<file path="config.mk">
export PLATFORM = sky130hd
export DESIGN_NAME = pwm_dac
export DESIGN_NICKNAME = d
export VERILOG_FILES = /design/src/rtl/pwm_dac_pkg.sv /design/src/rtl/pwm_window_counter.sv /design/src/rtl/pwm_dac.sv
export SDC_FILE = /design/constraint.sdc
export NUM_CORES = 1
export LEC_CHECK = 0
export ABC_CLOCK_PERIOD_IN_PS = 5600
export BUFFER_PORTS_ARGS = -buffer_cell sky130_fd_sc_hd__buf_2
export CELL_PAD_IN_SITES_DETAIL_PLACEMENT = 1
export CELL_PAD_IN_SITES_GLOBAL_PLACEMENT = 2
export CORE_ASPECT_RATIO = 0.75
export CORE_MARGIN = 4
export CORE_UTILIZATION = 41
export CTS_BUF_LIST = sky130_fd_sc_hd__clkbuf_4
export CTS_CLUSTER_SIZE = 25
export DETAILED_ROUTE_END_ITERATION = 7
export PLACE_DENSITY = 0.92
export REMOVE_ABC_BUFFERS = 1
export SYNTH_ARGS = -nofsm -noshare
export SYNTH_HDL_FRONTEND = slang
export SYNTH_SLANG_ARGS = --single-unit
export TNS_END_PERCENT = 50
</file>
<file path="constraint.sdc">
create_clock -name clk -period 5.6 [get_ports clk]
set_input_delay 1.12 -clock clk [delete_from_list [all_inputs] [get_ports clk]]
set_output_delay 1.12 -clock clk [all_outputs]
set_load 0.03 [all_outputs]
</file>
<file path="src/rtl/pwm_dac_pkg.sv">
// Shared types and constants for the PWM DAC block.
// Latency: n/a (definitions only).
// Backpressure: n/a.
package pwm_dac_pkg;

    localparam int DEF_CODE_WIDTH        = 10;
    localparam int DEF_CYCLES_PER_WINDOW = 1024;

    typedef enum logic [1:0] {
        IDLE  = 2'd0,
        RUN   = 2'd1,
        DRAIN = 2'd2
    } state_e;

    function automatic int cnt_width(input int cycles);
        return (cycles > 1) ? $clog2(cycles) : 1;
    endfunction

    function automatic int max_int(input int a, input int b);
        return (a > b) ? a : b;
    endfunction

endpackage

</file>
<file path="src/rtl/pwm_window_counter.sv">
// Free-running PWM window position counter with request and wrap ticks.
// Latency: ticks are decoded combinationally from the registered count.
// Backpressure: none; holds at zero while run is low.
module pwm_window_counter
    import pwm_dac_pkg::*;
#(
    parameter int CYCLES_PER_WINDOW = DEF_CYCLES_PER_WINDOW,
    parameter int CW                = cnt_width(CYCLES_PER_WINDOW)
) (
    input  logic          clk,
    input  logic          rst,
    input  logic          run,
    output logic [CW-1:0] cnt,
    output logic          req_tick,
    output logic          last_tick
);

    localparam logic [CW-1:0] REQ_VAL  = CW'(CYCLES_PER_WINDOW - 2);
    localparam logic [CW-1:0] LAST_VAL = CW'(CYCLES_PER_WINDOW - 1);

    logic [CW-1:0] cnt_q;
    logic [CW-1:0] cnt_d;

    always_comb begin
        req_tick  = (cnt_q == REQ_VAL);
        last_tick = (cnt_q == LAST_VAL);
        cnt_d     = '0;
        if (run && !last_tick) begin
            cnt_d = cnt_q + CW'(1);
        end
    end

    always_ff @(posedge clk or negedge rst) begin
        if (!rst) begin
            cnt_q <= '0;
        end else begin
            cnt_q <= cnt_d;
        end
    end

    assign cnt = cnt_q;

endmodule

</file>
<file path="src/rtl/pwm_dac.sv">
// Sample-code to 1-bit PWM converter, one freshly requested sample per window.
// Latency: code to pwm 1 cycle for the first window; pwm registered, aligned to cnt.
// Backpressure: none; code sampled blindly. PWM_CENTER_ALIGN_EN centres the pulse.
module pwm_dac
    import pwm_dac_pkg::*;
#(
    parameter int CYCLES_PER_WINDOW = DEF_CYCLES_PER_WINDOW,
    parameter int CODE_WIDTH        = DEF_CODE_WIDTH
) (
    input  logic                  clk,
    input  logic                  rst,
    input  logic                  enable,
    input  logic [CODE_WIDTH-1:0] code,
    output logic                  next_sample,
    output logic                  pwm,
    output logic                  active
);

    localparam int CW    = cnt_width(CYCLES_PER_WINDOW);
    localparam int CMP_W = max_int(CODE_WIDTH, CW + 1) + 1;
    localparam logic [CMP_W-1:0] WIN_LEN = CMP_W'(CYCLES_PER_WINDOW);

    state_e                state_q;
    state_e                state_d;
    logic [CODE_WIDTH-1:0] duty_q;
    logic [CODE_WIDTH-1:0] duty_d;
    logic                  pwm_q;
    logic                  pwm_d;
    logic                  latch;
    logic                  hit;
    logic                  running;
    logic [CW-1:0]         cnt;
    logic [CW-1:0]         cnt_nxt;
    logic                  req_tick;
    logic                  last_tick;

    assign running = (state_q != IDLE);

    pwm_window_counter #(
        .CYCLES_PER_WINDOW(CYCLES_PER_WINDOW),
        .CW               (CW)
    ) u_counter (
        .clk      (clk),
        .rst      (rst),
        .run      (running),
        .cnt      (cnt),
        .req_tick (req_tick),
        .last_tick(last_tick)
    );

    // Look-ahead count lets the registered pwm line up with cnt itself.
    assign cnt_nxt = (running && !last_tick) ? cnt + CW'(1) : '0;

    always_comb begin
        state_d = state_q;
        latch   = 1'b0;
        case (state_q)
            IDLE: begin
                if (enable) begin
                    state_d = RUN;
                    latch   = 1'b1;
                end
            end
            RUN, DRAIN: begin
                if (last_tick) begin
                    if (enable) begin
                        state_d = RUN;
                        latch   = 1'b1;
                    end else begin
                        state_d = IDLE;
                    end
                end else begin
                    state_d = enable ? RUN : DRAIN;
                end
            end
            default: state_d = IDLE;
        endcase
        duty_d = latch ? code : duty_q;
    end

`ifdef PWM_CENTER_ALIGN_EN
    logic [CMP_W-1:0] duty_sat;
    logic [CMP_W-1:0] off_q;
    logic [CMP_W-1:0] off_d;

    always_comb begin
        duty_sat = (CMP_W'(duty_d) > WIN_LEN) ? WIN_LEN : CMP_W'(duty_d);
        off_d    = latch ? ((WIN_LEN - duty_sat) >> 1) : off_q;
        hit      = (CMP_W'(cnt_nxt) >= off_d) && (CMP_W'(cnt_nxt) < (off_d + duty_sat));
    end

    always_ff @(posedge clk or negedge rst) begin
        if (!rst) begin
            off_q <= '0;
        end else begin
            off_q <= off_d;
        end
    end
`else
    // Codes beyond the window length saturate naturally: cnt never reaches them.
    always_comb begin
        hit = (CMP_W'(cnt_nxt) < CMP_W'(duty_d));
    end
`endif

    assign pwm_d = (state_d != IDLE) && hit;

    always_ff @(posedge clk or negedge rst) begin
        if (!rst) begin
            state_q <= IDLE;
            duty_q  <= '0;
            pwm_q   <= 1'b0;
        end else begin
            state_q <= state_d;
            duty_q  <= duty_d;
            pwm_q   <= pwm_d;
        end
    end

    assign pwm         = pwm_q;
    assign active      = running;
    assign next_sample = running && req_tick;

endmodule

</file>
==> results of run 1 <==
## power by group
group	switching, W	internal, W
Sequential	0.0000335	0.000223
Combinational	0.000178	0.000123
Clock	0.0000535	0.0000268
## layout make-up
type	instances	area [sq um]	share of cell area
multi-input cells	81	643	0.451
flip-flops and latches	23	576	0.404
repair buffers	15	75.1	0.0527
inverters	15	56.3	0.0395
well taps	38	47.5	0.0334
clock buffers	3	22.5	0.0158
clock inverters	1	5.00	0.00351
## Yosys cell counts, drive strengths merged
library cell,n
a211o,1
a21o,4
a21oi,3
a221oi,1
and2,1
and3,1
and4,2
buf,2
dfrtp,23
ha,13
inv,15
mux2,2
mux2i,8
nand2,5
nand3,5
nand4,5
nor2,13
nor3,3
o21a,1
o21ai,2
o221ai,1
o2bb2ai,1
or3,1
xnor2,2
xor2,6
## cells by family after synthesis
kind of cell               Yosys count  synth area share
AOI/OAI and AO/OA                   14            0.0754
xor gates and xnor gates             8            0.0542
adders and majority gates           13             0.126
buffers and inverters               17            0.0580
DFF                                 23             0.445
muxes                               10             0.103
and+or+nand+nor                     36             0.139
## metal layers
layer	share of wire	routed length, um	vias up
met5	0	0	-
met4	0.014	38	0
met3	0.041	109	2
met2	0.46	1240	17
met1	0.48	1290	442
li1	-	-	450
## flip-flops by register name (all words and copies together), names as in the netlist
register and flops:
duty_q 10, u_counter.cnt 10, pwm 1, state_q 2
## metrics by stage
stage | util | area, sq um | worst slack [ns] | hold slack, ns | power (W)
2_1_floorplan | - | 1270 | 2.41 | 0.462 | 0.000482
3_3_place_gp | 0.469 | 1400 | 2.10 | 0.474 | 0.000547
3_5_place_dp | 0.469 | 1400 | 2.01 | 0.479 | 0.000567
4_1_cts | 0.479 | 1430 | 2.21 | 0.508 | 0.000650
5_1_grt | 0.479 | 1430 | 2.00 | 0.536 | 0.000701
6_report | 0.479 | 1430 | 2.24 | 0.504 | 0.000638
## worst paths after layout
path / start / end / slack (ns) / cells past startpoint
hold reg to reg: duty_q[9] / duty_q[9] / 0.50 / 2
hold / removal: duty_q[9] / duty_q[9] / 0.50 / 2
max in group asynchronous: rst / u_counter.cnt[8] / 4.49 / 1
setup / recovery: u_counter.cnt[0] / pwm / 2.24 / 11
setup reg to reg: u_counter.cnt[0] / pwm / 2.24 / 11
min in group asynchronous: rst / u_counter.cnt[5] / 0.75 / 1
## worst min-delay path, stage by stage, from the launching register on
cell and delay (ns):
dfrtp_1 0.36, mux2i_2 0.08, inv_2 0.05
==> impl_results.md, run 1 <==
* Status: finished, final reports clean
* Post-CTS resize count at 0
* Non-Filler Instances at 176
* CTS Sinks at 23
* Type of the worst min-delay path: register to register
* # IOs at 16
* Gr ovfl total at 0
* Ys Warns at 0
* CP max FO at 12
* Fin crit period at 3.36 ns
* Worst-Skew Late Latency at 0.33 ns
* TritonCTS clock tree: done
* Worst-path cell chain: ha_1 > and3_1 > nand4_1 > a211o_1 > mux2i_2 > ha_1 > a21o_1 > a21o_1 > a221oi_1 > o221ai_1 > nor3_2
* Vias at 911
* Clock transition at the registers of the reported paths at 0.14 ns
* Chip Width at 72.9 um
* Core area at 0.00298 sq mm
* Max-slew violations at 0
* # hold bufs at CTS at 0
* Largest net degree at the start of global routing at 24
* Htree depth at 1
* Num CTS Buffers at 3
* Die extent in y at 56.6 um
* Die area at 0.00413 sq mm
* Final hold violations at 0
* Gpl congestion at 0.738
* Port bufs at 15
* DRC violations left at 0
* Yosys top cell area share at 0.445
* Post-route ant nets at 0
* Leakage power at 0.727 nW
* CP Capture Type: register
* Mean Syn Cell Area at 10.7 sq um
* Tcrit/Tclk final at 0.599
* Synth top area cells: dfrtp_1 (44%), ha_1 (13%), mux2i_2 (8.5%)
* Tot GR Track Use at 0.144
* Yosys top cell by area: dfrtp_1
* Worst-case clock skew at 0.0124 ns
* Slew at the pin with the worst max-slew slack at 0.708 ns
* Post-Place Cells at 172
* Share of post-route cells with drive strength above 1 at 0.275
* Root Buffer: clkbuf_4
* Initial Util at 0.434
* Distinct cells, synth at 28
* Dpl hpwl at 2130 um
* Fill cells at 362
* Maximum vdd drop at 0.000180 V
* Fin Setup TNS at 0 ns
* Routed vias/inst at 5.18
* RSZ-0062 raised after global routing: false
* Slowest cell on the critical path: a211o_1
* Clk buf depth at 2
* Seq/Total Area, Yosys at 0.445
* Area Overhead vs Synth at 10.2%
* Final Setup Violations at 0
* Initial antenna violation count at 0
* First-pass GRT wire length at 4590 um
* Max-cap violations at 0
* CP required at 5.86 ns
* WP buf/inv at 0
* Met1 Resource Use GR at 0.188
* Slew HR at 0.528
* Cell area after synthesis at 0.00129 sq mm
* Crit start category: register
* Cells after synthesis at 121
* Yosys reg bits at 23
* Most frequent cells in the layout: dfrtp_1 (23), buf_2 (15), nor2_1 (13), ha_1 (13)
* CP peak stage delay at 0.58 ns
* Vias in the first global route at 1005
* Cell Rows at 17
* Pwr Density at 448 mW/mm^2
* CP delay by family, top: compound AO/OA/AOI/OAI gates
* WL per Instance at 15.2 um
* Arr. time, crit path at 3.62 ns
* N_diodes at 0
* Max Clock Freq at 298 MHz
* Drt first pass iters at 4
* Global Route met2 Usage at 0.238
* Setup CP Type: register to register
* Post-CTS Setup Inserts at 0
* Met3 usage at 0.0250
* Initial drt markers at 17
* Detailed Route WL at 2680 um
* GRT Max-Usage Layer: met2
* Nets@finish at 165
* Commonest non-fill, non-tap cell in the layout: dfrtp_1
Power figures use the tool's default switching activity.
==> run 2, diff against run 1 <==
--- a/config.mk
+++ b/config.mk
@@ -5,17 +5,17 @@
 export SDC_FILE = /design/constraint.sdc
 export NUM_CORES = 1
 export LEC_CHECK = 0
-export ABC_CLOCK_PERIOD_IN_PS = 5600
+export ABC_CLOCK_PERIOD_IN_PS = 3050
 export BUFFER_PORTS_ARGS = -buffer_cell sky130_fd_sc_hd__buf_2
 export CELL_PAD_IN_SITES_DETAIL_PLACEMENT = 1
 export CELL_PAD_IN_SITES_GLOBAL_PLACEMENT = 2
 export CORE_ASPECT_RATIO = 0.75
 export CORE_MARGIN = 4
-export CORE_UTILIZATION = 41
+export CORE_UTILIZATION = 35
 export CTS_BUF_LIST = sky130_fd_sc_hd__clkbuf_4
 export CTS_CLUSTER_SIZE = 25
 export DETAILED_ROUTE_END_ITERATION = 7
-export PLACE_DENSITY = 0.92
+export PLACE_DENSITY = 0.84
 export REMOVE_ABC_BUFFERS = 1
 export SYNTH_ARGS = -nofsm -noshare
 export SYNTH_HDL_FRONTEND = slang
==> constraint.sdc (replaced) <==
create_clock -name clk -period 3.05 [get_ports clk]
set_input_delay 0.61 -clock clk [delete_from_list [all_inputs] [get_ports clk]]
set_output_delay 0.61 -clock clk [all_outputs]
set_load 0.03 [all_outputs]
==> run 2 against run 1 <==
Effect of this change:
- hold slack worse by 0.25 ns
- non-clock buffer count increased by 11
- clock skew fell by 0.0064 ns
- first-iteration DRC count rose by 35%
- largest power group unchanged
==> impl_results.md, run 2 (synthesis results as in run 1) <==
* Status: finished, final reports clean
* Dpl hpwl at 2350 um (+10%)
* Setup CP Type: register to register
* Final hold violations at 0 (unchanged)
* Core Util, Final at 0.462 (-0.0162)
* Most frequent cells in the layout: dfrtp_1 (23), buf_2 (15), nor2_1 (13), ha_1 (11), buf_4 (11)
* Dpl ws at 0.0815 ns (-1.93 ns)
* Routed vias/inst at 4.83 (-6.7%)
* N_diodes at 0 (unchanged)
* Commonest non-fill, non-tap cell in the layout: dfrtp_1
* Reg-to-Reg End: pwm
* CP max FO at 6 (-6)
* DRC violations left at 0 (unchanged)
* Flop2flop setup slack at 0.14 ns (-2.11 ns)
* Htree depth at 1 (unchanged)
* R2R Path Start: u_counter.cnt[1]
* Vias at 961 (+5.5%)
* Maximum vdd drop at 0.000458 V (+150%)
* CP Launch Point: u_counter.cnt[1]
* Tot GR Track Use at 0.142 (-0.00273)
* Pwr Density at 845 mW/mm^2 (+89%)
* Initial antenna violation count at 0 (unchanged)
* Area Overhead vs Synth at 22.3%
* Initial drt markers at 23 (+6)
* Worst-Skew Late Latency at 0.32 ns (about the same)
* CTS Sinks at 23 (unchanged)
* Core area at 0.00342 sq mm (+15%)
* Crit start category: register
* Nets@finish at 176 (+6.7%)
* Die extent in y at 60.7 um (+7.1%)
* Gr ovfl total at 0 (unchanged)
* Chip Width at 78.2 um (+7.3%)
* Worst-case clock skew at 0.00603 ns (-0.00640 ns)
* Arr. time, crit path at 3.17 ns (-0.45 ns)
* Largest net degree at the start of global routing at 24 (unchanged)
* Cell Rows at 18 (+1)
* Detailed Route WL at 3110 um (+16%)
* Num CTS Buffers at 3 (unchanged)
* Initial Util at 0.378 (-0.0565)
* Setup ws final at 0.138 ns (-2.11 ns)
* Clock transition at the registers of the reported paths at 0.14 ns (about the same)
* Port bufs at 15 (unchanged)
* Clk buf depth at 2 (unchanged)
* Share of post-route cells with drive strength above 1 at 0.383 (+0.107)
* Slew HR at 0.644 (+0.115)
* Die area at 0.00474 sq mm (+15%)
* Drt first pass iters at 4 (unchanged)
* Max-cap violations at 0 (unchanged)
* Max-slew violations at 0 (unchanged)
* # hold bufs at CTS at 0 (unchanged)
* R2R depth at 12 (+1)
* First-pass GRT wire length at 4960 um (+8.1%)
* # IOs at 16 (unchanged)
* WL per Instance at 15.6 um (+2.7%)
* Slew at the pin with the worst max-slew slack at 0.535 ns (-0.173 ns)
* Max Clock Freq at 343 MHz (+15%)
* Root Buffer: clkbuf_4
* TritonCTS clock tree: done
* CP Capture Type: register
* Leakage power at 0.789 nW (+8.5%)
* Gpl congestion at 0.807 (+9.3%)
* Vias in the first global route at 1040 (+3.5%)
* Final Setup Violations at 0 (unchanged)
* Post-route ant nets at 0 (unchanged)
* Type of the worst min-delay path: primary input to asynchronous set/reset pin
* CP required at 3.30 ns (-2.56 ns)
* Fin crit period at 2.91 ns (-0.445 ns)
* Tcrit/Tclk final at 0.955 (+0.355)
* Critical Path End: pwm
==> run 2: per-stage QoR <==
step / instance area, sq um / std cells / TNS, ns / power (W) / hold WS [ns]
finish: 1580 / 199 / 0 / 0.00134 / 0.249
CTS: 1470 / 192 / 0 / 0.00124 / 0.259
detailed placement: 1440 / 188 / 0 / 0.00108 / 0.482
global placement: 1440 / 188 / 0 / 0.00104 / 0.475
global route: 1580 / 199 / -0.0446 / 0.00145 / 0.257
floorplan: 1270 / 119 / 0 / 0.000886 / 0.314
==> run 2: layout make-up <==
class	instances	area, sq um
clock buffers	4	30.0
flip-flops and latches	23	576
inverters	15	56.3
multi-input cells	81	701
well taps	50	62.6
fillers	397	1840
repair buffers	26	158
==> run 2: how the worst min path moves through the flow <==
stage                         start               end  slack, ns  cells after the start
after floorplan                 rst         duty_q[0]       0.31                      0
after global placement    duty_q[7]         duty_q[7]       0.47                      2
after detailed placement  duty_q[7]         duty_q[7]       0.48                      2
after CTS                       rst         duty_q[8]       0.26                      1
after global routing            rst         duty_q[8]       0.26                      1
final                           rst  u_counter.cnt[2]       0.25                      1
==> run 2: critical path, stage by stage (launching register included) <==
cell and delay (ns):
dfrtp_1 0.43, ha_2 0.20, and3_1 0.17, nand4_1 0.10, a211o_4 0.38, buf_4 0.19
mux2i_4 0.20, ha_1 0.32, a21o_1 0.16, a21o_1 0.19, a21oi_2 0.15, o221ai_1 0.16
nor3_2 0.19
==> run 2: repair_timing <==
item	in CTS	in global routing
setup buffers	0	7
setup endpoints to repair	0	1
hold endpoints to repair	0	0
resized for setup	0	12
==> run 2: report_power, final <==
group	leakage, nW	switching, W	internal, W
registers	0.291	0.0000663	0.000410
logic	0.480	0.000378	0.000323
clock network	0.0184	0.0000998	0.0000601
total	0.789	0.000544	0.000793
==> run 2: per-layer routing <==
metal | GRT usage | share of wire | vias to the layer above | wire (um)
li1 | - | - | 471 | -
met1 | 0.179 | 0.46 | 467 | 1420
met2 | 0.250 | 0.49 | 19 | 1520
met3 | 0.0371 | 0.046 | 4 | 143
met4 | 0.0299 | 0.0093 | 0 | 29
met5 | 0 | 0 | - | 0
